==> config.mk <==
export PLATFORM = sky130hd
export DESIGN_NAME = word_serializer_flat
export DESIGN_NICKNAME = d
export VERILOG_FILES = /design/src/rtl/cpu_pkg.sv /design/src/rtl/word_serializer_if.sv /design/src/rtl/word_serializer.sv /design/src/flat_wrapper.sv
export SDC_FILE = /design/constraint.sdc
export NUM_CORES = 1
export LEC_CHECK = 0
export ABC_AREA = 1
export ABC_CLOCK_PERIOD_IN_PS = 4800
export CORE_UTILIZATION = 32
export CTS_CLUSTER_DIAMETER = 50
export DETAILED_ROUTE_END_ITERATION = 8
export GPL_TIMING_DRIVEN = 0
export PLACE_DENSITY = 0.58
export SKIP_LAST_GASP = 1
export SLEW_MARGIN = 10
export SYNTH_ARGS = -nofsm -noshare
export SYNTH_HDL_FRONTEND = slang
export SYNTH_SLANG_ARGS = --single-unit
==> constraint.sdc <==
create_clock -name CLK -period 4.8 [get_ports CLK]
set_clock_uncertainty 0.2 [all_clocks]
set_input_delay 0.48 -clock CLK [delete_from_list [all_inputs] [get_ports CLK]]
set_output_delay 0.48 -clock CLK [all_outputs]
set_load 0.02 [all_outputs]
==> src/rtl/cpu_pkg.sv <==
// Shared CPU datapath definitions: serializer state encoding and the default word width.
package cpu_pkg;

  localparam int unsigned WORD_W = 32;

  typedef enum logic {
    ST_IDLE  = 1'b0,
    ST_SHIFT = 1'b1
  } state_t;

endpackage : cpu_pkg

==> src/rtl/word_serializer_if.sv <==
// Load handshake and serial output bundle for word_serializer.
interface word_serializer_if
  import cpu_pkg::*;
#(
  parameter int unsigned WIDTH = WORD_W
);

  logic [WIDTH-1:0] dataIn;
  logic             loadValid;
  logic             loadReady;
  logic             abort;
  logic             shiftEn;
  logic             serialOut;
  logic             serialValid;
  logic             serialLast;
  logic             busy;

  modport master (
    output dataIn, loadValid, abort, shiftEn,
    input  loadReady, serialOut, serialValid, serialLast, busy
  );

  modport slave (
    input  dataIn, loadValid, abort, shiftEn,
    output loadReady, serialOut, serialValid, serialLast, busy
  );

endinterface : word_serializer_if

==> src/rtl/word_serializer.sv <==
// Parallel-in serial-out unload register: accepts a word over valid/ready and
// emits it one bit per shiftEn cycle with valid/last framing.
module word_serializer
  import cpu_pkg::*;
#(
  parameter int unsigned WIDTH     = WORD_W,
  parameter bit          MSB_FIRST = 1'b1
) (
  input logic              CLK,
  input logic              RSTn,
  word_serializer_if.slave bus
);

  localparam int unsigned CW = $clog2(WIDTH);

  state_t           state_q, state_d;
  logic [WIDTH-1:0] shreg_q, shreg_d;
  logic [CW-1:0]    cnt_q,   cnt_d;
  logic             load_ok;
  logic             cnt_zero;

  assign cnt_zero = (cnt_q == '0);

  always_ff @(posedge CLK or negedge RSTn) begin
    if (!RSTn) begin
      state_q <= ST_IDLE;
      shreg_q <= '0;
      cnt_q   <= '0;
    end else begin
      state_q <= state_d;
      shreg_q <= shreg_d;
      cnt_q   <= cnt_d;
    end
  end

  always_comb begin
    state_d = state_q;
    shreg_d = shreg_q;
    cnt_d   = cnt_q;
    load_ok = 1'b0;
    unique case (state_q)
      ST_IDLE: begin
        load_ok = 1'b1;
        if (bus.loadValid) begin
          shreg_d = bus.dataIn;
          cnt_d   = CW'(WIDTH - 1);
          state_d = ST_SHIFT;
        end
      end
      ST_SHIFT: begin
        if (bus.abort) begin
          state_d = ST_IDLE;
          shreg_d = '0;
          cnt_d   = '0;
        end else if (bus.shiftEn) begin
          if (cnt_zero) begin
            // Last bit consumed: reload in the same cycle for a bubble-free stream.
            load_ok = 1'b1;
            if (bus.loadValid) begin
              shreg_d = bus.dataIn;
              cnt_d   = CW'(WIDTH - 1);
            end else begin
              state_d = ST_IDLE;
              shreg_d = '0;
            end
          end else begin
            if (MSB_FIRST) shreg_d = {shreg_q[WIDTH-2:0], 1'b0};
            else           shreg_d = {1'b0, shreg_q[WIDTH-1:1]};
            cnt_d = cnt_q - CW'(1);
          end
        end
      end
      default: begin
        state_d = ST_IDLE;
      end
    endcase
  end

  // Gated by RSTn so no word can be offered as accepted while reset is held.
  assign bus.loadReady   = load_ok & RSTn;
  assign bus.serialValid = (state_q == ST_SHIFT);
  assign bus.busy        = (state_q == ST_SHIFT);
  assign bus.serialLast  = (state_q == ST_SHIFT) & cnt_zero;
  assign bus.serialOut   = MSB_FIRST ? shreg_q[WIDTH-1] : shreg_q[0];

endmodule : word_serializer

==> src/flat_wrapper.sv <==
// flat-port wrapper written by rule: the top's interface ports become plain ports
module word_serializer_flat import cpu_pkg::*;
#(
  parameter int unsigned WIDTH     = WORD_W,
  parameter bit          MSB_FIRST = 1'b1
)
  (CLK, RSTn, bus_dataIn, bus_loadValid, bus_abort, bus_shiftEn, bus_loadReady, bus_serialOut, bus_serialValid, bus_serialLast, bus_busy);
  word_serializer_if #(.WIDTH(WIDTH)) bus_i ();
  input logic CLK;
  input logic RSTn;
  input wire logic [$bits(bus_i.dataIn)-1:0] bus_dataIn;
  input wire logic [$bits(bus_i.loadValid)-1:0] bus_loadValid;
  input wire logic [$bits(bus_i.abort)-1:0] bus_abort;
  input wire logic [$bits(bus_i.shiftEn)-1:0] bus_shiftEn;
  output wire logic [$bits(bus_i.loadReady)-1:0] bus_loadReady;
  output wire logic [$bits(bus_i.serialOut)-1:0] bus_serialOut;
  output wire logic [$bits(bus_i.serialValid)-1:0] bus_serialValid;
  output wire logic [$bits(bus_i.serialLast)-1:0] bus_serialLast;
  output wire logic [$bits(bus_i.busy)-1:0] bus_busy;
  assign bus_i.dataIn = bus_dataIn;
  assign bus_i.loadValid = bus_loadValid;
  assign bus_i.abort = bus_abort;
  assign bus_i.shiftEn = bus_shiftEn;
  assign bus_loadReady = bus_i.loadReady;
  assign bus_serialOut = bus_i.serialOut;
  assign bus_serialValid = bus_i.serialValid;
  assign bus_serialLast = bus_i.serialLast;
  assign bus_busy = bus_i.busy;
  word_serializer #(.WIDTH(WIDTH), .MSB_FIRST(MSB_FIRST)) u_core (.CLK(CLK), .RSTn(RSTn), .bus(bus_i));
endmodule
---- After elaboration in Yosys (flattened, before gate mapping) ----
Index checks and enable logic that the tools add are counted.
operators by class
  add/sub/neg operators ................... 1
  eq/ne operators ......................... 2
  multiplexer cells ....................... 20
  bitwise logic cells ..................... 3
  reduce and logical (&&, ||, !) cells .... 2
operators by type and width
  operator                                                            count
  32-bit 2-to-1 mux                                                   5
  32-bit case mux with 2 select lines                                 1
  5-bit 2-to-1 mux                                                    4
  5-bit case mux with 2 select lines                                  1
  1-bit 2-to-1 mux                                                    7
  5-bit zero test                                                     1
  5-bit by 1-bit subtractor with 5-bit output, second input constant  1
  1-bit case mux with 2 select lines                                  2
  3-bit inequality test, second input constant                        1
  1-bit AND                                                           2
  2-bit inequality test, second input constant                        1
  2-bit AND reduction                                                 1
  1-bit NOT                                                           1
word-level totals
  flip-flop bits (word level) ............. 38
  output and inout port bits .............. 5
  word-level logic and storage cells ...... 31

---- Logic depth before layout (Yosys ltp) ----
Gate-level depths: netlist of run 1.
  depth in word-level cells ............... 6
  depth in mapped cells ................... 9

---- Least setup slack after synthesis of run 1 ----
No wires, ideal clock.
  path kind ............................... register to output
  start ................................... register u_core.cnt_q[0]
  end ..................................... output port bus_loadReady
  arrival time ............................ 1,585 ps
  required time ........................... 4,120 ps
  setup slack ............................. 2,535 ps
  stages on the path, launching flop included .. 7
  buffers on the path ..................... 0
  cell sequence ........................... dfrtp_1 inv_1 ha_1 nand3_1 inv_1 nand3_1 a21boi_0
on the way
  word-level cells in the longest chain between the ends .. 6
ends and longest elaborated chain
  what                                line                   RTL
  start: declaration                  word_serializer.sv:18  logic [CW-1:0] cnt_q, cnt_d;
  start signal: assignment            word_serializer.sv:32  cnt_q <= cnt_d;
  5-bit zero test                     word_serializer.sv:22  assign cnt_zero = (cnt_q == '0);
  1-bit 2-to-1 mux                    word_serializer.sv:56  if (cnt_zero) begin
  1-bit 2-to-1 mux                    word_serializer.sv:55  end else if (bus.shiftEn) begin
  1-bit 2-to-1 mux                    word_serializer.sv:51  if (bus.abort) begin
  1-bit case mux with 2 select lines  word_serializer.sv:41  unique case (state_q)
  1-bit AND                           word_serializer.sv:80  assign bus.loadReady = load_ok & RSTn;
  end: declaration                    flat_wrapper.sv:15     output wire logic [$bits(bus_i.loadReady)-1:0] bus_loadReady;
No other way between the ends.

---- Worst setup path in the final report of run 1 ----
  start ................................... input port RSTn
  end ..................................... output port bus_loadReady
on the way
  word-level cells in the longest chain between the ends .. 1
ends and longest elaborated chain
  what                line                   RTL
  start: declaration  flat_wrapper.sv:10     input logic RSTn;
  1-bit AND           word_serializer.sv:80
No other way between the ends.

==> flow_metrics.env, run 1 <==
export IMPL_power_frac_comb=0.342
export IMPL_rows=28
export IMPL_cap_violations=0
export IMPL_r2r_slack_ps=2700
export IMPL_antenna_left=0
export IMPL_fp_dieW_um=82.54
export IMPL_r2r_start="u_core.cnt_q[0]"
export IMPL_endpoint="bus_loadReady"
export IMPL_ys_seq_area_frac=0.4581
export IMPL_setup_viol=0
export IMPL_cp_arrival_ps=2470
export IMPL_synthArstFlopShare=1.000
export IMPL_synth_nets=334
export IMPL_fin_cells=422
export IMPL_final_core_util=0.4466
export IMPL_final_common_cell="nand2_1"
export IMPL_drive_gt1_frac=0.06628
export IMPL_post_drt_wl_per_cell_um=11.59
export IMPL_io_buffers=41
export IMPL_finalCritPeriodShare=0.6561
export IMPL_antenna_found_initial=0
export IMPL_fin_nets=384
export IMPL_synth_cell_type_count=21
export IMPL_syn_cell_area_sq_um=2076
export IMPL_post_cts_resized=0
export IMPL_clockRootBuffer="clkbuf_8"
export IMPL_diodes=0
export IMPL_reg2regPathDepth=8
export IMPL_critical_path_startpoint_type="input pin"
export IMPL_core_sq_um=6096
export IMPL_die_area_sq_um=6813
export IMPL_die_y_um=82.54
export IMPL_fillers=635
export IMPL_synth_edf_count=0
export IMPL_hold_class="reg2reg"
export IMPL_hold_violations=0
export IMPL_crit_fanout=21
export IMPL_dpl_hpwl_mm=3.472
export IMPL_status="completed"
export IMPL_drv_slew=0
export IMPL_worstSetupPathType="in2out"
export IMPL_internal_power_uw=744.1
export IMPL_yosysWarnings=0
export IMPL_most_common_layout_cells="nand2_1 (73), nand3_1 (42), inv_1 (40), clkdlybuf4s50_1 (40), dfrtp_1 (38)"
export IMPL_netlist_area_leader_share=0.4581
export IMPL_holdBufCountCts=1
export IMPL_setup_tns_ps=0
export IMPL_r2r_end="u_core.cnt_q[1]"
export IMPL_place_inst=413
export IMPL_p_sw_uw=409.0
export IMPL_p_leak_nw=1.379
export IMPL_drc=0
export IMPL_gp_congestion=0.8480
export IMPL_p_sw_frac=0.3547
export IMPL_clock_sinks=38
export IMPL_worst_slew_pin_slew_ps=489.3
export IMPL_slew_headroom=0.6738
export IMPL_io_pins=42
export IMPL_cts_tree="yes"
export IMPL_grt_pass1_vias=1914
export IMPL_syn_to_final_growth_pct=31.16
export IMPL_clk_latency_ps=290
export IMPL_grt_pass1_wl_mm=8.507
export IMPL_drtPass1Iterations=4
export IMPL_synth_seq_cells=38
export IMPL_p_total_mw=1.153
export IMPL_vias=1966
export IMPL_cts_htree_levels=2
export IMPL_grt_max_degree=22
export IMPL_syn_area_per_cell_sq_um=7.013
export IMPL_rsz0062_at_grt="no"
export IMPL_cts_buffers=5
export IMPL_netlist_instances=296
export IMPL_p_per_area_nw_per_um2=423.5
export IMPL_postCtsSetupBuffers=0
export IMPL_clkTransAtPathRegs_ps=80
export IMPL_worst_setup_path_end_kind="primary output"
export IMPL_synth_area_top_cells="dfrtp_1 (46%), nand2_1 (13%), nand3_1 (10%), a21oi_1 (8.0%), inv_1 (7.2%)"
export IMPL_finalCriticalPeriod_ps=3149
export IMPL_ir_drop_v=0.0001627
export IMPL_grt_use_total=0.1646
export IMPL_via_per_inst=4.659
export IMPL_start_util=0.3405
export IMPL_wirelength_mm=4.890
export IMPL_max_clock_freq_mhz=317.5
export IMPL_timing_critical_path_required_ps=4120
export IMPL_cp_startpoint="RSTn"
export IMPL_drt_iter0_drc=76
export IMPL_gr_total_overflow=0
export IMPL_clockBufferDepth=2
export IMPL_power_frac_seq=0.433
export IMPL_ys_dominant_reg_cell="dfrtp_1"
export IMPL_p_clk_frac=0.224
export IMPL_synth_largest_area_cell="dfrtp_1"
[power groups by stage]
stage | sequential, mW | clock, mW | combinational (mW)
6_report | 0.500 | 0.259 | 0.395
5_1_grt | 0.518 | 0.278 | 0.463
4_1_cts | 0.500 | 0.266 | 0.401
3_5_place_dp | 0.506 | 0 | 0.398
3_3_place_gp | 0.502 | 0 | 0.387
2_1_floorplan | 0.495 | 0 | 0.275
[worst min path at each step]
stage / from / endpoint / slack, ps / depth (start not counted)
floorplan: RSTn / u_core.bus.busy / -20 / 0
global placement: u_core.cnt_q[1] / u_core.cnt_q[1] / 280 / 2
detailed placement: RSTn / u_core.shreg_q[25] / 280 / 1
CTS: u_core.cnt_q[1] / u_core.cnt_q[1] / 300 / 2
global route: u_core.cnt_q[1] / u_core.cnt_q[1] / 340 / 2
finish: u_core.cnt_q[1] / u_core.cnt_q[1] / 300 / 2
[stage by stage]
step | area (sq um) | hold slack (ps) | setup WS [ps]
after global placement | 2580 | 276.3 | 924.8
after detailed placement | 2603 | 275.1 | 1972
after floorplan | 2076 | -15.59 | 2535
final | 2723 | 296.7 | 1651
after CTS | 2723 | 300.9 | 1594
after global routing | 2723 | 338.3 | 1467
[critical path, stage by stage]
cell and delay [ps]:
dlygate4sd3_1 520, buf_2 420, buf_16 230, a21boi_0 190, clkdlybuf4s50_1 620
[Yosys cell counts (2+ instances only)]
cell      number
a21oi_1       33
inv_1         40
nand4_1        2
buf_1          2
o21ai_0        6
buf_2          7
nand3_1       42
nor2_1        37
nand2_1       73
clkbuf_1       6
dfrtp_1       38
[area by class of cell]
cell class | count | area, sq um | share of cell area
Tap cell | 75 | 93.84 | 0.03447
Timing Repair Buffer | 43 | 442.9 | 0.1627
Inverter | 41 | 153.9 | 0.05653
Buffer | 16 | 72.57 | 0.02665
Multi-Input combinational cell | 201 | 898.4 | 0.3300
Sequential cell | 38 | 950.9 | 0.3493
Clock buffer | 8 | 110.1 | 0.04044
[kinds of logic after synthesis]
family,Yosys count,share of synthesized area
AND/OR/NAND/NOR,159,0.3255
buffers and inverters,57,0.1091
AO/OA/AOI/OAI,41,0.1013
flip-flops,38,0.4581
adder cells (fa/ha/maj),1,0.006027
[sequential cells by signal (all words and copies together), names as in the netlist]
name / flops
u_core.bus.busy: 1
u_core.cnt_q: 5
u_core.shreg_q: 32
[per-layer routing]
metal	wire length, um	global-route usage
met3	179	0.02747
met4	89	0.06897
met2	2312	0.2744
met5	0	0
met1	2309	0.2102
Power figures use the tool's default switching activity.
==> inputs of run 2 (changes only) <==
--- a/config.mk
+++ b/config.mk
@@ -6,7 +6,7 @@
 export NUM_CORES = 1
 export LEC_CHECK = 0
 export ABC_AREA = 1
-export ABC_CLOCK_PERIOD_IN_PS = 4800
+export ABC_CLOCK_PERIOD_IN_PS = 3300
 export CORE_UTILIZATION = 32
 export CTS_CLUSTER_DIAMETER = 50
 export DETAILED_ROUTE_END_ITERATION = 8
==> constraint.sdc (replaced) <==
create_clock -name CLK -period 3.3 [get_ports CLK]
set_clock_uncertainty 0.2 [all_clocks]
set_input_delay 0.33 -clock CLK [delete_from_list [all_inputs] [get_ports CLK]]
set_output_delay 0.33 -clock CLK [all_outputs]
set_load 0.02 [all_outputs]
==> results of run 2 <==
The final DEF is identical to that of run 1. Status: completed.
Main changes from that run: setup slack after placement 1972 ps -> 622.2 ps; setup slack after layout 1651 ps -> 322.6 ps; start point of the critical path RSTn -> u_core.cnt_q[0]; end point of the critical path bus_loadReady -> bus_serialLast; register-to-register setup slack 2700 ps -> 1200 ps; total power 1.153 mW -> 1.677 mW; worst IR drop on VDD 0.0001627 V -> 0.0002366 V
==> inputs of run 3 (changes only) <==
--- a/config.mk
+++ b/config.mk
@@ -12,6 +12,7 @@
 export DETAILED_ROUTE_END_ITERATION = 8
 export GPL_TIMING_DRIVEN = 0
 export PLACE_DENSITY = 0.58
+export SETUP_SLACK_MARGIN = 0.1
 export SKIP_LAST_GASP = 1
 export SLEW_MARGIN = 10
 export SYNTH_ARGS = -nofsm -noshare
==> results of run 3 <==
The final DEF is identical to that of run 1. Status: completed.
Main changes from that run: setup slack after placement 1972 ps -> 622.2 ps; setup slack after layout 1651 ps -> 322.6 ps; start point of the critical path RSTn -> u_core.cnt_q[0]; end point of the critical path bus_loadReady -> bus_serialLast; register-to-register setup slack 2700 ps -> 1200 ps; total power 1.153 mW -> 1.677 mW; worst IR drop on VDD 0.0001627 V -> 0.0002366 V
